$ cat src/rtl/systolic_fpga_example_counter_bank.sv
// Bank of independent up/down counters with per-channel load and variable step.
// Each channel can either wrap modulo 2^C_WIDTH or saturate at 0 / all-ones.
// It also produces registered zero, terminal-count and one-cycle overflow flags.
// All outputs come straight from flops and update one cycle after the inputs.
module systolic_fpga_example_counter_bank #(
   parameter int                 C_CHANNELS   = 32'd4,
   parameter int                 C_WIDTH      = 32'd16,
   parameter int                 C_STEP_WIDTH = 32'd4,
   parameter int                 C_SATURATE   = 32'd0,
   parameter logic [C_WIDTH-1:0] C_INIT       = {C_WIDTH{1'b0}}
) (
   input  logic                             clk,
   input  logic                             rst,
   input  logic                             clken,
   input  logic [C_CHANNELS-1:0]            load,
   input  logic [C_CHANNELS-1:0]            incr,
   input  logic [C_CHANNELS-1:0]            decr,
   input  logic [C_CHANNELS*C_STEP_WIDTH-1:0] step,
   input  logic [C_CHANNELS*C_WIDTH-1:0]    load_value,
   input  logic [C_WIDTH-1:0]               term_value,
   output logic [C_CHANNELS*C_WIDTH-1:0]    count,
   output logic [C_CHANNELS-1:0]            is_zero,
   output logic [C_CHANNELS-1:0]            at_term,
   output logic [C_CHANNELS-1:0]            ovf
);

   localparam logic [C_WIDTH-1:0] ALL_ONES = {C_WIDTH{1'b1}};
   localparam logic [C_WIDTH-1:0] ALL_ZERO = {C_WIDTH{1'b0}};
   localparam logic [C_STEP_WIDTH-1:0] STEP_ZERO = {C_STEP_WIDTH{1'b0}};

   for (genvar i = 0; i < C_CHANNELS; i++) begin : g_ch
      logic [C_WIDTH-1:0]      count_d, count_q;
      logic                    is_zero_d, is_zero_q;
      logic                    at_term_d, at_term_q;
      logic                    ovf_d, ovf_q;
      logic [C_STEP_WIDTH-1:0] step_s;
      logic [C_WIDTH:0]        cur_x_s, step_x_s, sum_s, diff_s;
      logic                    step_nz_s, go_up_s, go_down_s;

      // Arithmetic is one bit wider than the counter so bit C_WIDTH is the carry/borrow.
      assign step_s    = step[i*C_STEP_WIDTH +: C_STEP_WIDTH];
      assign cur_x_s   = {1'b0, count_q};
      assign step_x_s  = {{(C_WIDTH+1-C_STEP_WIDTH){1'b0}}, step_s};
      assign sum_s     = cur_x_s + step_x_s;
      assign diff_s    = cur_x_s - step_x_s;
      assign step_nz_s = (step_s != STEP_ZERO);
      assign go_up_s   = incr[i] & ~decr[i] & step_nz_s;
      assign go_down_s = decr[i] & ~incr[i] & step_nz_s;

      // Next-count selection: load beats a step update, everything else holds.
      always_comb begin
         count_d = count_q;
         ovf_d   = 1'b0;
         if (load[i]) begin
            count_d = load_value[i*C_WIDTH +: C_WIDTH];
            ovf_d   = 1'b0;
         end else if (go_up_s) begin
            if (sum_s[C_WIDTH]) begin
               ovf_d = 1'b1;
               if (C_SATURATE != 32'd0) begin
                  count_d = ALL_ONES;
               end else begin
                  count_d = sum_s[C_WIDTH-1:0];
               end
            end else begin
               count_d = sum_s[C_WIDTH-1:0];
               ovf_d   = 1'b0;
            end
         end else if (go_down_s) begin
            if (diff_s[C_WIDTH]) begin
               ovf_d = 1'b1;
               if (C_SATURATE != 32'd0) begin
                  count_d = ALL_ZERO;
               end else begin
                  count_d = diff_s[C_WIDTH-1:0];
               end
            end else begin
               count_d = diff_s[C_WIDTH-1:0];
               ovf_d   = 1'b0;
            end
         end else begin
            count_d = count_q;
            ovf_d   = 1'b0;
         end
         // Flags follow the value about to be registered so they never lag the count.
         is_zero_d = (count_d == ALL_ZERO);
         at_term_d = (count_d == term_value);
      end

      // State register: reset beats the enable; a disabled edge only clears the ovf pulse.
      always_ff @(posedge clk) begin
         if (rst) begin
            count_q   <= C_INIT;
            is_zero_q <= (C_INIT == ALL_ZERO);
            at_term_q <= 1'b0;
            ovf_q     <= 1'b0;
         end else if (clken) begin
            count_q   <= count_d;
            is_zero_q <= is_zero_d;
            at_term_q <= at_term_d;
            ovf_q     <= ovf_d;
         end else begin
            ovf_q     <= 1'b0;
         end
      end

      assign count[i*C_WIDTH +: C_WIDTH] = count_q;
      assign is_zero[i]                  = is_zero_q;
      assign at_term[i]                  = at_term_q;
      assign ovf[i]                      = ovf_q;
   end

endmodule
$ cat config.mk
export PLATFORM = sky130hd
export DESIGN_NAME = systolic_fpga_example_counter_bank
export DESIGN_NICKNAME = d
export VERILOG_FILES = /design/src/rtl/systolic_fpga_example_counter_bank.sv
export SDC_FILE = /design/constraint.sdc
export NUM_CORES = 1
export LEC_CHECK = 0
export CAP_MARGIN = 20
export CORE_ASPECT_RATIO = 1.75
export CORE_MARGIN = 10
export CORE_UTILIZATION = 40
export CTS_BUF_LIST = sky130_fd_sc_hd__clkbuf_8 sky130_fd_sc_hd__clkbuf_16
export DETAILED_ROUTE_END_ITERATION = 8
export PLACE_DENSITY_LB_ADDON = 0.25
export SYNTH_ARGS = -nofsm -noshare
export SYNTH_HDL_FRONTEND = slang
export SYNTH_SLANG_ARGS = --single-unit
export TNS_END_PERCENT = 20
$ cat constraint.sdc
create_clock -name clk -period 5.6 [get_ports clk]
set_input_delay 0.84 -clock clk [delete_from_list [all_inputs] [get_ports clk]]
set_output_delay 0.84 -clock clk [all_outputs]
set_load 0.02 [all_outputs]
# Word-level counts from Yosys, hierarchy flattened
# Index checks and enable logic that the tools add are counted.
# word_totals
regBits	76
inputBits	111
output_inout_bits	76
wordCells	93
# op_classes
n_addsub	8
eq_ne	4
muxes	28
n_bitwise	25
reduce_logical	12
# op_table
cell	count
$mux W16	12
$add A16 B4 Y17	4
$sub A16 B4 Y17	4
$eq A16 B16 Y1	4
$logic_not A16 Y1	4
$and A1 B1 Y1	16
$mux W1	16
$reduce_bool A4 Y1	4
$reduce_or A3 Y1	4
$not A1 Y1	9

# Depth between registers and ports, before layout
# logic_depth
ltp_word	7
mapped_depth	13
ltp_nobuf	13

# Worst setup path before layout
# OpenSTA, ideal clock, no wires.
# synth_timing
path_type	input port to flip-flop
start	in step[12]
end	reg g_ch[3].at_term_q
setup_ps	60
t_arrival_ps	3405
t_required_ps	5540
setup_slack_ps	2135
stages	10
n_path_buf	0
path_cell_list	ha_1 fa_1 a211oi_1 o32ai_1 xnor2_1 o211ai_1 a2111o_1 a2111o_1 nor4_1 a32o_1
# synth_between
elab_chain_cells	6
elab_cells_between_ends	9
cone_classes	add/sub: 2; eq/ne: 1; mux: 3; bitwise: 2; reduce/logical: 1
# synth_rtl
item	line_no	text
start: declaration	18	input logic [C_CHANNELS*C_STEP_WIDTH-1:0] step,
branches (longest 3 deep; another with $sub A16 B4 Y17)	n/a	
$mux W16 (*)	57	end else if (go_up_s) begin
$mux W16 (*)	54	if (load[i]) begin
$eq A16 B16 Y1 (*)	87	at_term_d = (count_d == term_value);
end signal: assignment	100	at_term_q <= at_term_d;
end: declaration	34	logic at_term_d, at_term_q;
# Every way passes the cells marked *.
# A chain may end at the register's enable or synchronous reset.

# Final worst setup path
# Same ends and word-level chain as after synthesis.

==> qor.csv <==
stage,metric,value,unit
min_path,min_from,g_ch[2].at_term_q,
cells_and_area,syn_to_final_growth,22.9,%
route,wl,37.6,mm
route,vias_per_cell,6.21,
yosys,yosysWarnings,0,
grt,grt_max_degree,71,
pwr,power.density,188,mW/mm^2
outcome,status,"finished, final reports clean",
grt,grt-ovfl-total,0,
min_path,min_path_type,register to register,
timing,finClkSkew,0.0115,ns
route,detail_route.iter0.violations,774,
cells_and_area,final_util,49.8,%
clock_network,cts-root-buf,clkbuf_16,
place,dp_hpwl,29.0,mm
yosys,synth_area_per_cell,7.17,sq um
place,post-place-cells,1666,
yosys,synthXorXnorAreaFrac,12.2,%
route,drc,0,
timing,relSlewSlack,31.9,%
worst_setup_path,timing.rr.end,g_ch[3].at_term_q,
yosys,synth_area_leader_cell,dfxtp_1,
die,start_util,40.5,%
yosys,synth-compound-area-share,25.9,%
die,fp.dieH,220,um
cells_and_area,stdcell_count,1682,
worst_setup_path,worstPathRequired,5.91,ns
die,die_area,0.0296,sq mm
worst_setup_path,start_kind,input port,
yosys,yosys.area_share.adder,6.65,%
clock_network,cts_tree,yes,
place,placed_area,0.0110,sq mm
route,drtPass1Iterations,7,
clock_network,cts.clk_slew.worst_paths,0.06,ns
worst_setup_path,worstPathCellList,"clkdlybuf4s50_1, ha_1, fa_1, a211oi_1, o32ai_1, xnor2_1, o211ai_1, a2111o_1, a2111o_1, nor4_1, a32o_1",
pwr,power_leakage,0.00417,uW
die,coreArea,0.0227,sq mm
yosys,syn-num-nets,1435,
clock_network,clk_path_buf_depth,2,
place,gp_congestion,0.957,
route,routed-via-count,10400,
timing,rsz0062_at_grt,false,
min_path,whs_path_depth,2,
worst_setup_path,rrSetupSlack,2.09,ns
place,io_buffers,186,
timing,final-hold-violation-count,0,
timing,setup_slack,1.43,ns
yosys,synth_mux_area_share,4.38,%
clock_network,ctsResizeCount,0,
die,io_pins,187,
yosys,ys_seq_area_share,16.6,%
grt,antenna_found_initial,0,
worst_setup_path,crit_type,input port to register,
yosys,synthFlopType,dfxtp_1,
timing,max_freq,240,MHz
clock_network,cts_buffers,9,
timing,worst_slew_pin_slew,1.02,ns
cells_and_area,fillCellCount,2359,
worst_setup_path,crit_fanout,6,
cells_and_area,design_area,0.0113,sq mm
grt,track_usage,24.4,%
cells_and_area,antenna-diode-count,0,
yosys,post_synth_and_or_nand_nor_area_fraction,27.2,%
worst_setup_path,endpoint_kind,register,
yosys,synth.distinct_cells,75,
grt,grt_pass1_vias,10200,
pwr,ir_drop,124,uV
clock_network,htree_levels,3,
job,drv_cap,0,
min_path,whs_endpoint,g_ch[2].at_term_q,
clock_network,postCtsSetupRepairBufs,0,
worst_setup_path,max_stage_delay,0.57,ns
yosys,yosys-top-cells-area,"dfxtp_1 17%, xnor2_1 7.3%, nor2_1 5.9%",
cells_and_area,drive_above_1_share,2.82,%
timing,fin_crit_sh,74.5,%
timing,period_needed,4.17,ns
yosys,synth.cell_area,0.00918,sq mm
timing,setup_tns,0,ns
route,wl_per_cell,22.4,um
cells_and_area,fin_nets,1532,
timing,drv_slew,0,
worst_setup_path,cpMaxStageDelayCell,a211oi_1,
clock_network,hold_buffers,0,
yosys,synth_edf_count,0,
route,antenna_left,0,
yosys,synth.top_cell.area_share,16.6,%
clock_network,worstSkewPairLatency,0.37,ns
worst_setup_path,rr_worst_depth,13,
die,die_width,134,um
die,rows,73,
yosys,ys_seq_elements,76,
timing,setup_viol_count_final,0,
worst_setup_path,worstPathArrival,4.48,ns
place,pre_cts_slack,1.12,ns
grt,grt_pass1_wl,57.1,mm
yosys,synthArstFlopShare,0,%
clock_network,cts_sinks,76,
yosys,netlist_instances,1280,
worst_setup_path,reg2reg_from,g_ch[3].count_q[0],
yosys,synth_top_family_by_area,simple AND/OR/NAND/NOR gates,
worst_setup_path,crit_top_cell,a2111o_1,
cell families after synthesis:
group                      count (synthesis)
muxes                                     38
buffers and inverters                    161
xor gates and xnor gates                 128
and+or+nand+nor                          499
AOI/OAI and AO/OA                        334
adders and majority gates                 44
DFF                                       76
Yosys cell counts, types with 7 or more instances:
library cell	count
a22o_1	8
xnor2_1	76
o2111ai_1	13
fa_1	8
o31ai_1	25
a21oi_1	59
nand3_1	30
clkbuf_1	82
a21o_1	8
a311oi_1	8
a32oi_1	7
a211oi_1	37
a22oi_1	18
buf_1	9
nor2_1	143
dfxtp_1	76
buf_4	12
or4_1	18
o211ai_1	8
o21a_1	11
inv_1	51
ha_1	36
nand4_1	14
or3_1	15
nor2b_1	19
o21ai_1	8
xor2_1	52
mux2i_1	30
a31oi_1	15
and3_1	18
nor4_1	27
a2bb2oi_1	10
nor3b_1	7
nor3_1	54
nand2_1	105
nand2b_1	14
o21ai_0	39
and2_1	8
layer usage:
metal  wire length [um]  global-route usage [%]
met1              13800                    25.7
met2              19200                    43.7
met3               2480                    4.25
met4               2150                    15.5
met5                  0                       0
critical path: cells and delay by family:
kind / cells / cell delay, ns
AO/OA/AOI/OAI: 6 / 1.95
XOR/XNOR: 1 / 0.25
adder cells (fa/ha/maj): 2 / 0.71
buffers and inverters: 1 / 0.50
AND/OR/NAND/NOR: 1 / 0.22
flip-flops by register name, summed over array words and instances, names as in the netlist:
name and cells:
g_ch.at_term_q 4, g_ch.is_zero_q 4, g_ch.count_q 64, g_ch.ovf_q 4
power breakdown:
group | leakage (uW) | total (uW) | switching [uW] | internal [uW]
logic | 0.00341 | 898 | 508 | 390
clock network | 0.000137 | 570 | 271 | 299
registers | 0.000625 | 653 | 78.8 | 574
total | 0.00417 | 2120 | 858 | 1260
cells in the final DEF, fill, tap and decap left out, types with 7 or more instances in the layout:
master,n
o21ai_0,39
nand3_1,30
fa_1,8
or3_1,15
inv_1,52
o211ai_1,8
xor2_1,52
buf_4,10
o21a_1,11
or4_1,18
nor2b_1,19
o21ai_1,8
a22oi_1,18
ha_1,36
clkbuf_16,9
a311oi_1,8
a21oi_1,59
nand2b_1,14
dfxtp_1,76
and2_1,8
nor3b_1,7
a21o_1,8
nor4_1,27
a211oi_1,37
a31oi_1,15
nand2_1,105
nand4_1,14
and3_1,18
nor2_1,143
a2bb2oi_1,10
a22o_1,8
o31ai_1,25
a32oi_1,7
nor3_1,54
clkdlybuf4s50_1,183
o2111ai_1,13
mux2i_1,30
xnor2_1,76
area by class of cell:
type | instances | area, sq um | share of cell area [%]
Sequential cell | 76 | 1520 | 13.5
Timing Repair Buffer | 195 | 1920 | 17.0
Multi-Input combinational cell | 1043 | 7000 | 62.1
Clock inverter | 7 | 43.8 | 0.388
Tap cell | 300 | 375 | 3.33
Clock buffer | 9 | 225 | 2.00
Inverter | 52 | 195 | 1.73
worst max-delay path by stage:
stage / endpoint / cells after the start / startpoint
finish: g_ch[3].at_term_q / 11 / step[12]
global route: g_ch[3].at_term_q / 11 / step[12]
CTS: g_ch[3].at_term_q / 11 / step[12]
detailed placement: g_ch[3].at_term_q / 11 / step[12]
global placement: g_ch[3].at_term_q / 12 / step[13]
floorplan: g_ch[3].at_term_q / 10 / step[12]
per-stage QoR:
step           hold WS [ns]  total power, uW
2_1_floorplan         0.426             1210
3_3_place_gp          0.453             1550
3_5_place_dp          0.458             1550
4_1_cts               0.467             2120
5_1_grt               0.499             2230
6_report              0.464             2120
Power figures use the tool's default switching activity.
